<file path="src/rtl/fpu_sched_pkg.sv">
// Shared encodings and the result record carried through the FPU request scheduler.
package fpu_sched_pkg;

    typedef enum logic [2:0] {
        FPU_ADD = 3'd0,
        FPU_SUB = 3'd1,
        FPU_MUL = 3'd2,
        FPU_DIV = 3'd3,
        FPU_I2F = 3'd4,
        FPU_F2I = 3'd5
    } fpu_op_e;

    typedef enum logic [1:0] {
        RM_NEAREST = 2'd0,
        RM_ZERO    = 2'd1,
        RM_PINF    = 2'd2,
        RM_NINF    = 2'd3
    } rmode_e;

    // Bit positions inside the 5-bit exception vector {snan,unf,ovf,ine,dbz}.
    localparam int EXC_DBZ  = 0;
    localparam int EXC_INE  = 1;
    localparam int EXC_OVF  = 2;
    localparam int EXC_UNF  = 3;
    localparam int EXC_SNAN = 4;
    localparam int EXC_W    = 5;

    // Wide enough for the largest supported requester count (8).
    localparam int ID_W_MAX = 3;

    typedef struct packed {
        logic [ID_W_MAX-1:0] id;
        logic [31:0]         out;
        logic [EXC_W-1:0]    exc;
    } rsp_t;

endpackage

</file>
<file path="src/rtl/fpu_sched_fifo.sv">
// Synchronous result FIFO with occupancy count; head is presented combinationally.
module fpu_sched_fifo
    import fpu_sched_pkg::*;
#(
    parameter int  DEPTH = 8,
    localparam int CW    = $clog2(DEPTH + 1)
) (
    input  logic          clk,
    input  logic          rst_n,
    input  logic          push_i,
    input  rsp_t          wdata_i,
    input  logic          pop_i,
    output rsp_t          rdata_o,
    output logic          empty_o,
    output logic          full_o,
    output logic [CW-1:0] count_o
);

    localparam int AW = (DEPTH > 1) ? $clog2(DEPTH) : 1;

    rsp_t          mem_q [DEPTH];
    logic [AW-1:0] wr_ptr_q, wr_ptr_d;
    logic [AW-1:0] rd_ptr_q, rd_ptr_d;
    logic [CW-1:0] count_q, count_d;
    logic          do_push, do_pop;

    function automatic logic [AW-1:0] ptr_inc(input logic [AW-1:0] p);
        return (p == AW'(DEPTH - 1)) ? '0 : p + AW'(1);
    endfunction

    assign empty_o = (count_q == '0);
    assign full_o  = (count_q == CW'(DEPTH));
    assign do_pop  = pop_i && !empty_o;
    assign do_push = push_i && (!full_o || do_pop);

    always_comb begin
        wr_ptr_d = do_push ? ptr_inc(wr_ptr_q) : wr_ptr_q;
        rd_ptr_d = do_pop  ? ptr_inc(rd_ptr_q) : rd_ptr_q;
        count_d  = count_q;
        if (do_push && !do_pop) begin
            count_d = count_q + CW'(1);
        end else if (!do_push && do_pop) begin
            count_d = count_q - CW'(1);
        end
    end

    always_ff @(posedge clk or negedge rst_n) begin
        if (!rst_n) begin
            wr_ptr_q <= '0;
            rd_ptr_q <= '0;
            count_q  <= '0;
        end else begin
            wr_ptr_q <= wr_ptr_d;
            rd_ptr_q <= rd_ptr_d;
            count_q  <= count_d;
        end
    end

    always_ff @(posedge clk) begin
        if (do_push) begin
            mem_q[wr_ptr_q] <= wdata_i;
        end
    end

    // Head reads as zero when empty so rsp fields are clean out of reset.
    assign rdata_o = empty_o ? '0 : mem_q[rd_ptr_q];
    assign count_o = count_q;

    always @(posedge clk) begin
        if (rst_n) begin
            assert (!(push_i && full_o && !pop_i))
                else $error("fpu_sched_fifo: push into full FIFO");
        end
    end

endmodule

</file>
<file path="src/rtl/fpu_req_sched.sv">
// Round-robin sharing of one fixed-latency FPU among NREQ requesters, with credit-guarded
// result buffering, id tagging through the FPU pipeline and per-requester sticky flags.
module fpu_req_sched
    import fpu_sched_pkg::*;
#(
    parameter int  NREQ  = 4,
    parameter int  LAT   = 4,
    parameter int  DEPTH = 8,
    localparam int IDW   = (NREQ > 1) ? $clog2(NREQ) : 1
) (
    input  logic                   clk,
    input  logic                   rst_n,
    input  logic [NREQ-1:0]        req_valid_i,
    output logic [NREQ-1:0]        req_ready_o,
    input  logic [NREQ*3-1:0]      req_op_i,
    input  logic [NREQ*2-1:0]      req_rmode_i,
    input  logic [NREQ*32-1:0]     req_opa_i,
    input  logic [NREQ*32-1:0]     req_opb_i,
    output logic [2:0]             fpu_op_o,
    output logic [1:0]             fpu_rmode_o,
    output logic [31:0]            fpu_opa_o,
    output logic [31:0]            fpu_opb_o,
    input  logic [31:0]            fpu_out_i,
    input  logic [4:0]             fpu_exc_i,
    output logic                   rsp_valid_o,
    input  logic                   rsp_ready_i,
    output logic [IDW-1:0]         rsp_id_o,
    output logic [31:0]            rsp_out_o,
    output logic [4:0]             rsp_exc_o,
    output logic [NREQ*5-1:0]      sticky_exc_o,
    input  logic [NREQ-1:0]        sticky_clr_i
);

    localparam int CW = $clog2(DEPTH + 1);

    logic [2:0]  op_arr    [NREQ];
    logic [1:0]  rmode_arr [NREQ];
    logic [31:0] opa_arr   [NREQ];
    logic [31:0] opb_arr   [NREQ];

    for (genvar gi = 0; gi < NREQ; gi++) begin : g_unpack
        assign op_arr[gi]    = req_op_i[gi*3 +: 3];
        assign rmode_arr[gi] = req_rmode_i[gi*2 +: 2];
        assign opa_arr[gi]   = req_opa_i[gi*32 +: 32];
        assign opb_arr[gi]   = req_opb_i[gi*32 +: 32];
    end

    logic [IDW-1:0]          ptr_q, ptr_d;
    logic [2:0]              fpu_op_q;
    logic [1:0]              fpu_rmode_q;
    logic [31:0]             fpu_opa_q, fpu_opb_q;
    logic [LAT:0]            tag_vld_q;
    logic [LAT:0][IDW-1:0]   tag_id_q;
    logic [CW-1:0]           outstanding_q, outstanding_d;
    logic [NREQ-1:0][4:0]    sticky_q, sticky_d;

    logic [IDW:0]            cand;
    logic                    grant_hit;
    logic [IDW-1:0]          grant_idx;
    logic                    can_issue, accept, push;
    logic [CW-1:0]           fifo_count;
    logic                    fifo_empty, fifo_full;
    rsp_t                    fifo_wdata, fifo_head;
    logic                    unused_fifo_bits;

    always_comb begin
        grant_hit = 1'b0;
        grant_idx = '0;
        cand      = '0;
        for (int k = 0; k < NREQ; k++) begin
            cand = {1'b0, ptr_q} + (IDW+1)'(k);
            if (cand >= (IDW+1)'(NREQ)) begin
                cand = cand - (IDW+1)'(NREQ);
            end
            if (!grant_hit && req_valid_i[cand[IDW-1:0]]) begin
                grant_hit = 1'b1;
                grant_idx = cand[IDW-1:0];
            end
        end
    end

    // Every issued op is either still in the tag pipe or sitting in the FIFO, so the sum
    // bounds FIFO occupancy even though the FPU itself can never be stalled.
    assign can_issue   = ({1'b0, outstanding_q} + {1'b0, fifo_count}) < (CW+1)'(DEPTH);
    assign accept      = grant_hit && can_issue;
    assign req_ready_o = (accept && rst_n) ? (NREQ'(1) << grant_idx) : '0;
    assign push        = tag_vld_q[LAT];

    always_comb begin
        ptr_d = ptr_q;
        if (accept) begin
            ptr_d = (grant_idx == IDW'(NREQ - 1)) ? '0 : grant_idx + IDW'(1);
        end
        outstanding_d = outstanding_q + CW'(accept) - CW'(push);
    end

    always_comb begin
        sticky_d = sticky_q;
        for (int k = 0; k < NREQ; k++) begin
            if (push && (tag_id_q[LAT] == IDW'(k))) begin
                sticky_d[k] = sticky_clr_i[k] ? fpu_exc_i : (sticky_q[k] | fpu_exc_i);
            end else if (sticky_clr_i[k]) begin
                sticky_d[k] = '0;
            end
        end
    end

    always_ff @(posedge clk or negedge rst_n) begin
        if (!rst_n) begin
            ptr_q         <= '0;
            fpu_op_q      <= '0;
            fpu_rmode_q   <= '0;
            fpu_opa_q     <= '0;
            fpu_opb_q     <= '0;
            tag_vld_q     <= '0;
            tag_id_q      <= '0;
            outstanding_q <= '0;
            sticky_q      <= '0;
        end else begin
            ptr_q         <= ptr_d;
            tag_vld_q     <= {tag_vld_q[LAT-1:0], accept};
            tag_id_q      <= {tag_id_q[LAT-1:0], grant_idx};
            outstanding_q <= outstanding_d;
            sticky_q      <= sticky_d;
            if (accept) begin
                fpu_op_q    <= op_arr[grant_idx];
                fpu_rmode_q <= rmode_arr[grant_idx];
                fpu_opa_q   <= opa_arr[grant_idx];
                fpu_opb_q   <= opb_arr[grant_idx];
            end
        end
    end

    assign fifo_wdata = '{id: ID_W_MAX'(tag_id_q[LAT]), out: fpu_out_i, exc: fpu_exc_i};

    fpu_sched_fifo #(
        .DEPTH (DEPTH)
    ) u_fifo (
        .clk     (clk),
        .rst_n   (rst_n),
        .push_i  (push),
        .wdata_i (fifo_wdata),
        .pop_i   (rsp_ready_i),
        .rdata_o (fifo_head),
        .empty_o (fifo_empty),
        .full_o  (fifo_full),
        .count_o (fifo_count)
    );

    assign unused_fifo_bits = fifo_full ^ (^(fifo_head.id >> IDW));

    assign fpu_op_o     = fpu_op_q;
    assign fpu_rmode_o  = fpu_rmode_q;
    assign fpu_opa_o    = fpu_opa_q;
    assign fpu_opb_o    = fpu_opb_q;
    assign rsp_valid_o  = !fifo_empty;
    assign rsp_id_o     = fifo_head.id[IDW-1:0];
    assign rsp_out_o    = fifo_head.out;
    assign rsp_exc_o    = fifo_head.exc;
    assign sticky_exc_o = sticky_q;

endmodule
</file>
<file path="config.mk">
export PLATFORM = sky130hd
export DESIGN_NAME = fpu_req_sched
export DESIGN_NICKNAME = d
export VERILOG_FILES = /design/src/rtl/fpu_sched_pkg.sv /design/src/rtl/fpu_sched_fifo.sv /design/src/rtl/fpu_req_sched.sv
export SDC_FILE = /design/constraint.sdc
export NUM_CORES = 1
export LEC_CHECK = 0
export CAP_MARGIN = 10
export CORE_ASPECT_RATIO = 0.6
export CORE_UTILIZATION = 41
export CTS_CLUSTER_SIZE = 12
export DETAILED_ROUTE_END_ITERATION = 6
export GPL_ROUTABILITY_DRIVEN = 0
export PLACE_DENSITY_LB_ADDON = 0.05
export SLEW_MARGIN = 20
export SYNTH_ARGS = -nofsm -noshare
export SYNTH_HDL_FRONTEND = slang
export SYNTH_SLANG_ARGS = --single-unit
</file>
<file path="constraint.sdc">
create_clock -name clk -period 5.2 [get_ports clk]
set_input_delay 1.04 -clock clk [delete_from_list [all_inputs] [get_ports clk]]
set_output_delay 1.04 -clock clk [all_outputs]
set_load 0.05 [all_outputs]
</file>
==> impl_metrics.env, run 1 <==
export IMPL_nNetsFinal=1904
export IMPL_finalMaxSlewViolations=0
export IMPL_crit_chain="buf_4, mux4_2, mux2i_1, nor2_1, clkdlybuf4s50_1"
export IMPL_wl_mm=50.4
export IMPL_synthArstFlopShare=0.278
export IMPL_drive_gt1_frac=0.132
export IMPL_internal_power_mw=9.04
export IMPL_dieArea_sq_um=46300
export IMPL_synth_cells=1100
export IMPL_crit_path_end_kind="output pin"
export IMPL_relSlewSlack=0.263
export IMPL_cts_made_buffers=44
export IMPL_final_util=0.560
export IMPL_core_area_sq_um=44800
export IMPL_start_util=0.416
export IMPL_cts_hold_buf=0
export IMPL_yosysTopAreaCell="edfxtp_1"
export IMPL_clock_fmax_ghz=0.235
export IMPL_setup_viol=0
export IMPL_area_growth_pct=34.7
export IMPL_min_period_over_period=0.817
export IMPL_synth_area_top_cells="edfxtp_1 (50%), dfrtp_1 (16%), mux2i_1 (9.5%), mux4_2 (9.4%), o221ai_1 (2.3%)"
export IMPL_synth_flop_cell="edfxtp_1"
export IMPL_htree_levels=2
export IMPL_clkPwrFrac=0.192
export IMPL_viasPerCell=5.25
export IMPL_synth_most_common_cell="edfxtp_1"
export IMPL_synth_edf_count=312
export IMPL_syn_avg_cell_area_sq_um=16.9
export IMPL_cts_root_buf="clkbuf_16"
export IMPL_postRouteAntennaNets=0
export IMPL_drt_iter0_markers=799
export IMPL_cellPowerDensity_nw_per_um2=615
export IMPL_yosysSeqAreaShare=0.664
export IMPL_status="finished, final reports clean"
export IMPL_p_seq_frac=0.315
export IMPL_grt_pass1_wl_mm=75.3
export IMPL_grt_overflow=0
export IMPL_cts_num_sinks=432
export IMPL_wl_per_cell_um=23.2
export IMPL_num_rows=60
export IMPL_clk_latency_ns=0.55
export IMPL_p_sw_frac=0.414
export IMPL_p_leak_nw=9.21
export IMPL_via_count=11400
export IMPL_yosysWarnings=0
export IMPL_grt_setup_unrepaired="no"
export IMPL_nFillCells=3579
export IMPL_synth_seq_cells=432
export IMPL_worstPathArrival_ns=3.21
export IMPL_track_usage=0.216
export IMPL_die_x_um=277
export IMPL_final_cell_area_sq_um=25100
export IMPL_peakVddDrop_uv=428
export IMPL_combinationalPowerShare=0.493
export IMPL_max_cap_viol_count=0
export IMPL_clk_path_buf_depth=3
export IMPL_grt_max_degree=138
export IMPL_cts_tree="yes"
export IMPL_cts_resized=0
export IMPL_place_area_sq_um=23800
export IMPL_p_total_mw=15.4
export IMPL_hold_path_class="reg2reg"
export IMPL_fp_dieH_um=167
export IMPL_drtPass1Iterations=6
export IMPL_clk_pin_slew_worst_paths_ns=0.06
export IMPL_skew_ns=0.0130
export IMPL_switching_power_mw=6.39
export IMPL_tns_ns=0
export IMPL_startpoint_type="flop"
export IMPL_cp_max_fo=23
export IMPL_antenna_found_initial=2
export IMPL_synth_top_area_share=0.503
export IMPL_cpMaxStageDelayCell="clkdlybuf4s50_1"
export IMPL_tightest_slew_ns=1.11
export IMPL_synth_distinct_cells=51
export IMPL_io_buffer_count=456
export IMPL_hold_viol=0
export IMPL_synth_common_cells="edfxtp_1 (312), mux2i_1 (176), dfrtp_1 (120)"
export IMPL_grt_pass1_vias=11700
export IMPL_dp_hpwl_mm=33.4
export IMPL_min_period_ns=4.25
export IMPL_post_cts_setup_buffers=0
export IMPL_cp_slowest_stage_delay_ns=0.74
export IMPL_route_detailed_drc=0
export IMPL_synthesis_area_sq_um=18600
export IMPL_ioPinCount=457
export IMPL_critical_path_class="reg2out"
export IMPL_hold_slack_ns=0.341
export IMPL_critical_path_required_ns=4.16
export IMPL_synth_nets=1443
-- flip-flops by register name, indices dropped and copies added (netlist names), 3 cells and up --
register / flops
fpu_opa_o: 32
u_fifo.rd_ptr_q: 3
fpu_opb_o: 32
u_fifo.count_o: 4
fpu_op_o: 3
tag_vld_q: 5
u_fifo.wr_ptr_q: 3
outstanding_q: 4
u_fifo.mem_q: 312
tag_id_q: 8
sticky_exc_o: 20
-- final cells by class --
cell class              instances  area (sq um)  share of cell area
multi-input cells             573          5720               0.228
clock inverters                 9           139             0.00553
clock buffers                  57          1170              0.0466
repair buffers                481          4840               0.193
well taps                     589           737              0.0294
flip-flops and latches        432         12400               0.493
inverters                      29           111             0.00444
diodes                          2          5.00            0.000199
-- cells by family after synthesis --
logic type / after synthesis / share of synthesized area
AO/OA/AOI/OAI: 110 / 0.0537
multiplexers: 257 / 0.191
adder cells (fa/ha/maj): 19 / 0.0136
flip-flops: 432 / 0.664
AND/OR/NAND/NOR: 179 / 0.0414
XOR/XNOR: 8 / 0.00376
buffers and inverters: 95 / 0.0331
-- metrics by stage --
step / cells / setup WS, ns
after floorplan: 1100 / 0.570
final: 2172 / 0.950
after detailed placement: 2104 / 1.12
after global placement: 2104 / 1.23
after CTS: 2170 / 0.877
after global routing: 2172 / 0.756
-- cells in the final DEF (no fill, tap or decap), types with 25 or more instances in the layout --
cell type        synthesis  layout
dfrtp_1                120     117
inv_1                   25      25
mux4_2                  78      78
nand2_1                102     102
clkdlybuf4s50_1          0     451
edfxtp_1               312     312
nor2_1                  45      42
mux2i_1                176     176
o221ai_1                48      48
clkbuf_16                0      44
-- power by group through the flow --
stage / combinational [mW] / sequential [mW] / clock [mW]
global route: 8.07 / 4.95 / 3.18
detailed placement: 7.68 / 4.93 / 0
global placement: 7.63 / 4.92 / 0
CTS: 7.70 / 4.87 / 3.05
floorplan: 4.48 / 5.75 / 0
finish: 7.60 / 4.86 / 2.97
-- worst max-delay path: cells and delay by family, from the launching register on --
kind | cells | cell delay, ns
muxes | 2 | 0.71
DFF | 1 | 0.71
and+or+nand+nor | 1 | 0.10
buffers and inverters | 2 | 1.12
-- final timing paths --
kind	start	endpoint	slack, ns	cells after the start
setup / recovery	u_fifo.rd_ptr_q[0]	rsp_exc_o[2]	0.95	5
hold / removal	tag_id_q[6]	fifo_wdata[37]	0.34	0
setup reg to reg	u_fifo.count_o[0]	u_fifo.count_o[3]	2.08	12
hold reg to reg	tag_id_q[6]	fifo_wdata[37]	0.34	0
max in group asynchronous	rst_n	fpu_opa_o[10]	3.08	3
min in group asynchronous	rst_n	tag_id_q[2]	0.46	1
-- per-layer routing --
metal  part of all wire  up-vias  track usage
li1                   -     5218            -
met1               0.45     5828        0.315
met2               0.48      297        0.338
met3              0.051       55       0.0391
met4              0.014        0       0.0454
met5                  0        -            0
Power figures use the tool's default switching activity.
==> inputs of run 2 (changes only) <==
==> constraint.sdc (replaced) <==
create_clock -name clk -period 3.6 [get_ports clk]
set_input_delay 0.72 -clock clk [delete_from_list [all_inputs] [get_ports clk]]
set_output_delay 0.72 -clock clk [all_outputs]
set_load 0.05 [all_outputs]
==> run 2 against run 1 <==
Register-to-register slack got worse by 1.2 ns. Final area grew 0.53%. Clock skew up 0.0044 ns. Hold slack got worse by 0.20 ns. Via count increased by 0.74%.
==> impl_metrics.env, run 2 (synthesis gave the netlist of run 1 again) <==
export IMPL_viasPerCell=5.26
export IMPL_critical_path_required_ns=2.88
export IMPL_worstPathArrival_ns=2.75
export IMPL_grt_overflow=0
export IMPL_r2r_slack_ns=0.91
export IMPL_fp_dieH_um=167
export IMPL_grt_pass1_vias=11800
export IMPL_antenna_found_initial=2
export IMPL_dieArea_sq_um=46300
export IMPL_multi_input_area_sq_um=5730
export IMPL_startpoint_type="flop"
export IMPL_p_leak_nw=9.35
export IMPL_route_detailed_drc=0
export IMPL_tightest_slew_ns=0.924
export IMPL_clk_latency_ns=0.56
export IMPL_final_cell_mix="clkdlybuf4s50_1 (419), edfxtp_1 (312), mux2i_1 (175), dfrtp_1 (117), nand2_1 (102)"
export IMPL_cts_root_buf="clkbuf_16"
export IMPL_critical_path_class="reg2out"
export IMPL_grt_pass1_wl_mm=76.0
export IMPL_cellPowerDensity_nw_per_um2=888
export IMPL_place_area_sq_um=23900
export IMPL_cts_made_buffers=44
export IMPL_status="finished, final reports clean"
export IMPL_area_sequential_sq_um=12400
export IMPL_skew_ns=0.0175
export IMPL_ioPinCount=457
export IMPL_die_x_um=277
export IMPL_htree_levels=2
export IMPL_hold_viol=0
export IMPL_grt_max_degree=76
export IMPL_final_cell_area_sq_um=25200
export IMPL_drtPass1Iterations=7
export IMPL_layout_commonest_cell="clkdlybuf4s50_1"
export IMPL_grt_setup_unrepaired="no"
export IMPL_cts_tree="yes"
export IMPL_cp_slowest_stage_delay_ns=0.70
export IMPL_min_period_over_period=0.965
export IMPL_clk_path_buf_depth=3
export IMPL_track_usage=0.218
export IMPL_cts_hold_buf=0
export IMPL_final_util=0.563
export IMPL_drt_iter0_markers=858
export IMPL_cts_resized=3
export IMPL_io_buffer_count=456
export IMPL_postRouteAntennaNets=0
export IMPL_drive_gt1_frac=0.158
export IMPL_post_cts_setup_buffers=0
export IMPL_max_cap_viol_count=0
export IMPL_crit_chain="buf_12, mux4_2, mux2i_1, nor2_1, clkdlybuf4s50_1"
export IMPL_hold_slack_ns=0.137
export IMPL_clock_fmax_ghz=0.288
export IMPL_via_count=11500
export IMPL_dp_hpwl_mm=33.8
export IMPL_crit_path_end_kind="output pin"
export IMPL_regMostFlops="u_fifo.mem_q"
export IMPL_relSlewSlack=0.384
export IMPL_cts_num_sinks=432
export IMPL_p_total_mw=22.4
export IMPL_area_growth_pct=35.4
export IMPL_largest_reg_flops=312
export IMPL_hold_path_class="in2async"
export IMPL_nFillCells=3590
export IMPL_start_util=0.416
export IMPL_clk_pin_slew_worst_paths_ns=0.06
export IMPL_num_rows=60
export IMPL_nNetsFinal=1915
export IMPL_min_period_ns=3.47
export IMPL_peakVddDrop_uv=407
export IMPL_cp_max_fo=13
export IMPL_setup_viol=0
export IMPL_wl_mm=50.8
export IMPL_finalMaxSlewViolations=0
export IMPL_core_area_sq_um=44800
export IMPL_cpMaxStageDelayCell="clkdlybuf4s50_1"
export IMPL_wl_per_cell_um=23.3
[run 2: cell count changes in the layout (fill, tap and decap cells not counted), moves of 2 or more]
cell,previous run,this run
buf_4,22,56
clkbuf_1,11,8
clkinv_1,2,5
dlygate4sd2_1,0,2
clkdlybuf4s50_1,451,419
buf_12,8,13
[run 2: through the flow]
stage	TNS, ns	worst slack [ns]	instances
after floorplan	-70.31	-0.601	1100
after global placement	0	0.333	2115
after detailed placement	0	0.269	2115
after CTS	0	0.0105	2182
after global routing	0	0.00717	2183
final	0	0.125	2183
[run 2: power by group]
group / leakage [nW] / internal, mW / switching (mW)
Clock: 0.658 / 2.55 / 1.87
Sequential: 4.32 / 6.37 / 0.661
Combinational: 4.38 / 4.23 / 6.74
[run 2: metal layers]
| layer | share of wire | vias to the layer above | track usage |
|---|---|---|---|
| met3 | 0.043 | 61 | 0.0380 |
| li1 | - | 5235 | - |
| met4 | 0.019 | 0 | 0.0524 |
| met5 | 0 | - | 0 |
| met2 | 0.48 | 277 | 0.345 |
| met1 | 0.46 | 5909 | 0.315 |
[run 2: worst paths after layout]
kind | from | end | depth (start not counted)
worst max-delay path | u_fifo.rd_ptr_q[0] | rsp_out_o[27] | 5
worst min-delay path | rst_n | fpu_opb_o[12] | 1
worst max register to register | u_fifo.count_o[0] | u_fifo.count_o[3] | 12
worst min register to register | tag_id_q[7] | fifo_wdata[38] | 0
max in group asynchronous | rst_n | fpu_opa_o[10] | 2
min in group clk | tag_id_q[7] | fifo_wdata[38] | 0
[run 2: final cells by class]
| type | instances | area share |
|---|---|---|
| repair buffers | 492 | 0.195 |
| clock buffers | 56 | 0.0474 |
| diodes | 1 | 0.0000992 |
| flip-flops and latches | 432 | 0.491 |
| multi-input cells | 573 | 0.227 |
| clock inverters | 11 | 0.00635 |
| well taps | 589 | 0.0292 |
| inverters | 29 | 0.00441 |
[run 2: worst max-delay path: cells and delay by family, from the launching register on]
kind          cells  cell delay, ns
simple gates      1            0.07
buf+inv           2            0.90
mux               2            0.68
flops             1            0.53
==> variant (flow settings as in run 2) <==
Reset style: synchronous (`rst_n`), changed in 2 clocked blocks.
--- a/src/rtl/fpu_sched_fifo.sv
+++ b/src/rtl/fpu_sched_fifo.sv
@@ -44,7 +44,7 @@
         end
     end
 
-    always_ff @(posedge clk or negedge rst_n) begin
+    always_ff @(posedge clk) begin
         if (!rst_n) begin
             wr_ptr_q <= '0;
             rd_ptr_q <= '0;
--- a/src/rtl/fpu_req_sched.sv
+++ b/src/rtl/fpu_req_sched.sv
@@ -105,7 +105,7 @@
         end
     end
 
-    always_ff @(posedge clk or negedge rst_n) begin
+    always_ff @(posedge clk) begin
         if (!rst_n) begin
             ptr_q         <= '0;
             fpu_op_q      <= '0;
Check against the original RTL: differs if rst_n is asserted again (counterexample within 4 cycles, from zero or initial values and one cycle with rst_n low); with rst_n held inactive, the same outputs for 4 cycles.
==> variant against run 2 <==
- the flow now finishes with violations (DRC)
- critical path depth unchanged
- power decreased by 18%
- sequential cell count increased by 3
- synthesized area about the same
- final area increased by 0.95%
- routed wire length increased by 8.7%
- via count increased by 10%
- fmax increased by 2.9%
- global-route usage increased by 1.6 points
- clock power increased by 0.9%
- worst setup slack improved by 97 ps
- first-iteration DRC count decreased by 14%
- sequential share of layout area decreased by 2.6 points
- critical endpoint is now rsp_out_o[16]
==> variant: results (changes against run 2) <==
Yosys:
- Sorting the synthesized cells by area gives the leading types as edfxtp_1 50%, dfxtp_1 13%, mux4_2 9.4%, mux2i_1 6.0%, a21boi_0 2.8%.
- The share of the synthesized area in compound gates (AO/OA/AOI/OAI) is 9.06% (+3.7 points).
- The share of synthesized cell area in full adder, half adder and majority cells is 1.42% (+0.068 points).
- The number of warnings printed during yosys synthesis is 0 (unchanged).
- The number of distinct library cells after synthesis is 45 (-12%).
- The parity-gate share of the synthesized area counting xor and xnor cells was 0.282% (-0.094 points).
- The portion of netlist area occupied by mux cells came to 15.4% (-3.7 points).
- By count the netlist is led by 312 x edfxtp_1, 123 x dfxtp_1, 111 x mux2i_1, 79 x nor2_1.
- The number of nets produced by synthesis is 1637 (+13%).
- The number of instances in the synthesized netlist is 1293 (+18%).
- The sequential share of the synthesized area was 63.5% (-2.8 points).
- The post-synthesis async set-or-reset flop share is 0% (-28 points).

Power and ir drop:
- The leakage power figure is 8.93 nW (-4.5%).
- The worst ir drop on vdd was 0.399 mV (-2.0%).

GRT:
- The overall track demand over capacity in global routing was 23.4% (+1.6 points).
- The number of antenna violations at the first check in global routing came to 19 (+17).
- The wire length of the first global-routing pass is 80600 um (+6.0%).
- The pin count of the biggest net entering global routing is 139 (+83%).

Drt:
- The remaining routing DRC violations came to 1 (+1).
- The total vias in the final route was 12640 (+10%).
- The average detailed-routed wire length per instance was 23.3 um (-0.12%).
- The total iterations of the first detailed-routing run is 6 (-1).
- The total detailed-routing wirelength came to 55200 um (+8.7%).
- The first-iteration detailed-routing DRC count is 740 (-14%).

STA:
- The setup skew after layout is 18.8 ps (+1.30 ps).
- The relative slew slack is 52.4% (+14 points).

Place:
- The post-detailed-placement half-perimeter wirelength is 36900 um (+9.2%).
- The placed instance count came to 2285 (+8.0%).

Clock tree:
- The clock buffer count from CTS was 45 (+2.3%).
- The insertion delay to the later sink of the worst-skew pair is 560 ps (about the same).

Setup path:
- The biggest cell delay along the critical path came to 830 ps (+130 ps).
- The endpoint of the most critical register-to-register path is outstanding_q[2].
- The setup slack of the worst register-to-register path came to 750 ps (-160 ps).
- The endpoint arrival time on the critical path was 2660 ps (-90 ps).
- The critical register-to-register path startpoint is u_fifo.count_o[2].
- The length in cells of the worst reg-to-reg path is 10 (-2).
- The maximum fanout count along the critical path is 21 (+8).
- In this run the worst setup path terminates at rsp_out_o[16].

Outcome:
- The flow ran to the end, but the final reports show violations.
- The checks that failed: DRC.

Min path:
- Along the worst hold path, the cell count comes to 1.
- The type of the most critical hold path is reg -> reg.

Finish:
- The net count of the finished layout came to 2087 (+9.0%).
- The share of layout cells above drive strength 1 was 11.8% (-3.9 points).
-- variant: changes by cell type after synthesis, moves of 24 or more --
cell      before  now
dfxtp_1        0  123
dfrtp_1      120    0
and3_1         5   75
a21boi_0       0   69
mux2i_1      176  111
o211ai_1       1   65
o221ai_1      48    1
o21ai_0       24   60
nor2_1        45   79
a21oi_1        3   29
nand2_1      102   78
-- variant: what timing repair did --
action / 4_1_cts / 5_1_grt
hold endpoints to repair: 0 / 0
setup buffers: 0 / 0
setup endpoints to repair: 24 / 7
hold buffers: 0 / 0
resized for setup: 24 / 7
pin swaps: 0 / 0
-- variant: area by class of cell --
type                       count  area (um2)
fill                        3611       19300
sequential                   435       11800
multi-input combinational    751        6400
timing repair buffer         495        5040
clock buffer                  65        1230
tap                          589         737
clock inverter                12         136
inverter                      15        56.3
antenna                       14        35.0
-- variant: power breakdown --
group	leakage, nW	switching (W)	internal [W]
registers	3.82	0.000355	0.00585
logic	4.44	0.00484	0.00281
clock network	0.671	0.00193	0.00253
total	8.93	0.00712	0.0112
-- variant: worst register-to-register path, stage by stage (launching register included) --
cell and delay, ps:
dfxtp_1 450, ha_1 320, a2111oi_4 440, and3_1 280, inv_1 110, ha_1 290, inv_1 40, ha_1 200
fa_1 410, xnor2_1 150, nor2_1 60
-- variant: how the worst min path moves through the flow --
stage	end	slack (ps)
5_1_grt	tag_vld_q[4]	440
6_report	tag_id_q[3]	430
3_5_place_dp	tag_id_q[3]	420
3_3_place_gp	tag_vld_q[2]	410
2_1_floorplan	fifo_wdata[37]	410
4_1_cts	tag_vld_q[4]	430
-- variant: kinds of logic (layout without fill, tap and decap cells) --
family | Yosys count | in the layout
AND/OR/NAND/NOR | 288 | 288
other | 0 | 14
buffers and inverters | 107 | 587
XOR/XNOR | 6 | 6
AO/OA/AOI/OAI | 248 | 248
multiplexers | 189 | 189
flip-flops | 435 | 435
adder cells (fa/ha/maj) | 20 | 20
-- variant: routing by layer --
metal | track usage, % | up-vias | wire [um]
li1 | - | 5867 | -
met1 | 30.3 | 6340 | 23800
met2 | 38.0 | 343 | 27000
met3 | 5.88 | 84 | 3190
met4 | 8.96 | 6 | 1260
met5 | 0 | - | 41
-- variant: metrics by stage --
| stage | utilization [%] | cell area [um2] | worst slack [ps] | power, W | TNS [ps] |
|---|---|---|---|---|---|
| floorplan | - | 18600 | -585 | 0.0113 | -68480 |
| global placement | 53.7 | 24100 | 324 | 0.0141 | 0 |
| detailed placement | 53.7 | 24100 | 258 | 0.0141 | 0 |
| CTS | 56.7 | 25400 | 2.78 | 0.0185 | 0 |
| global route | 56.8 | 25500 | 76.4 | 0.0191 | 0 |
| finish | 56.8 | 25500 | 222 | 0.0183 | 0 |
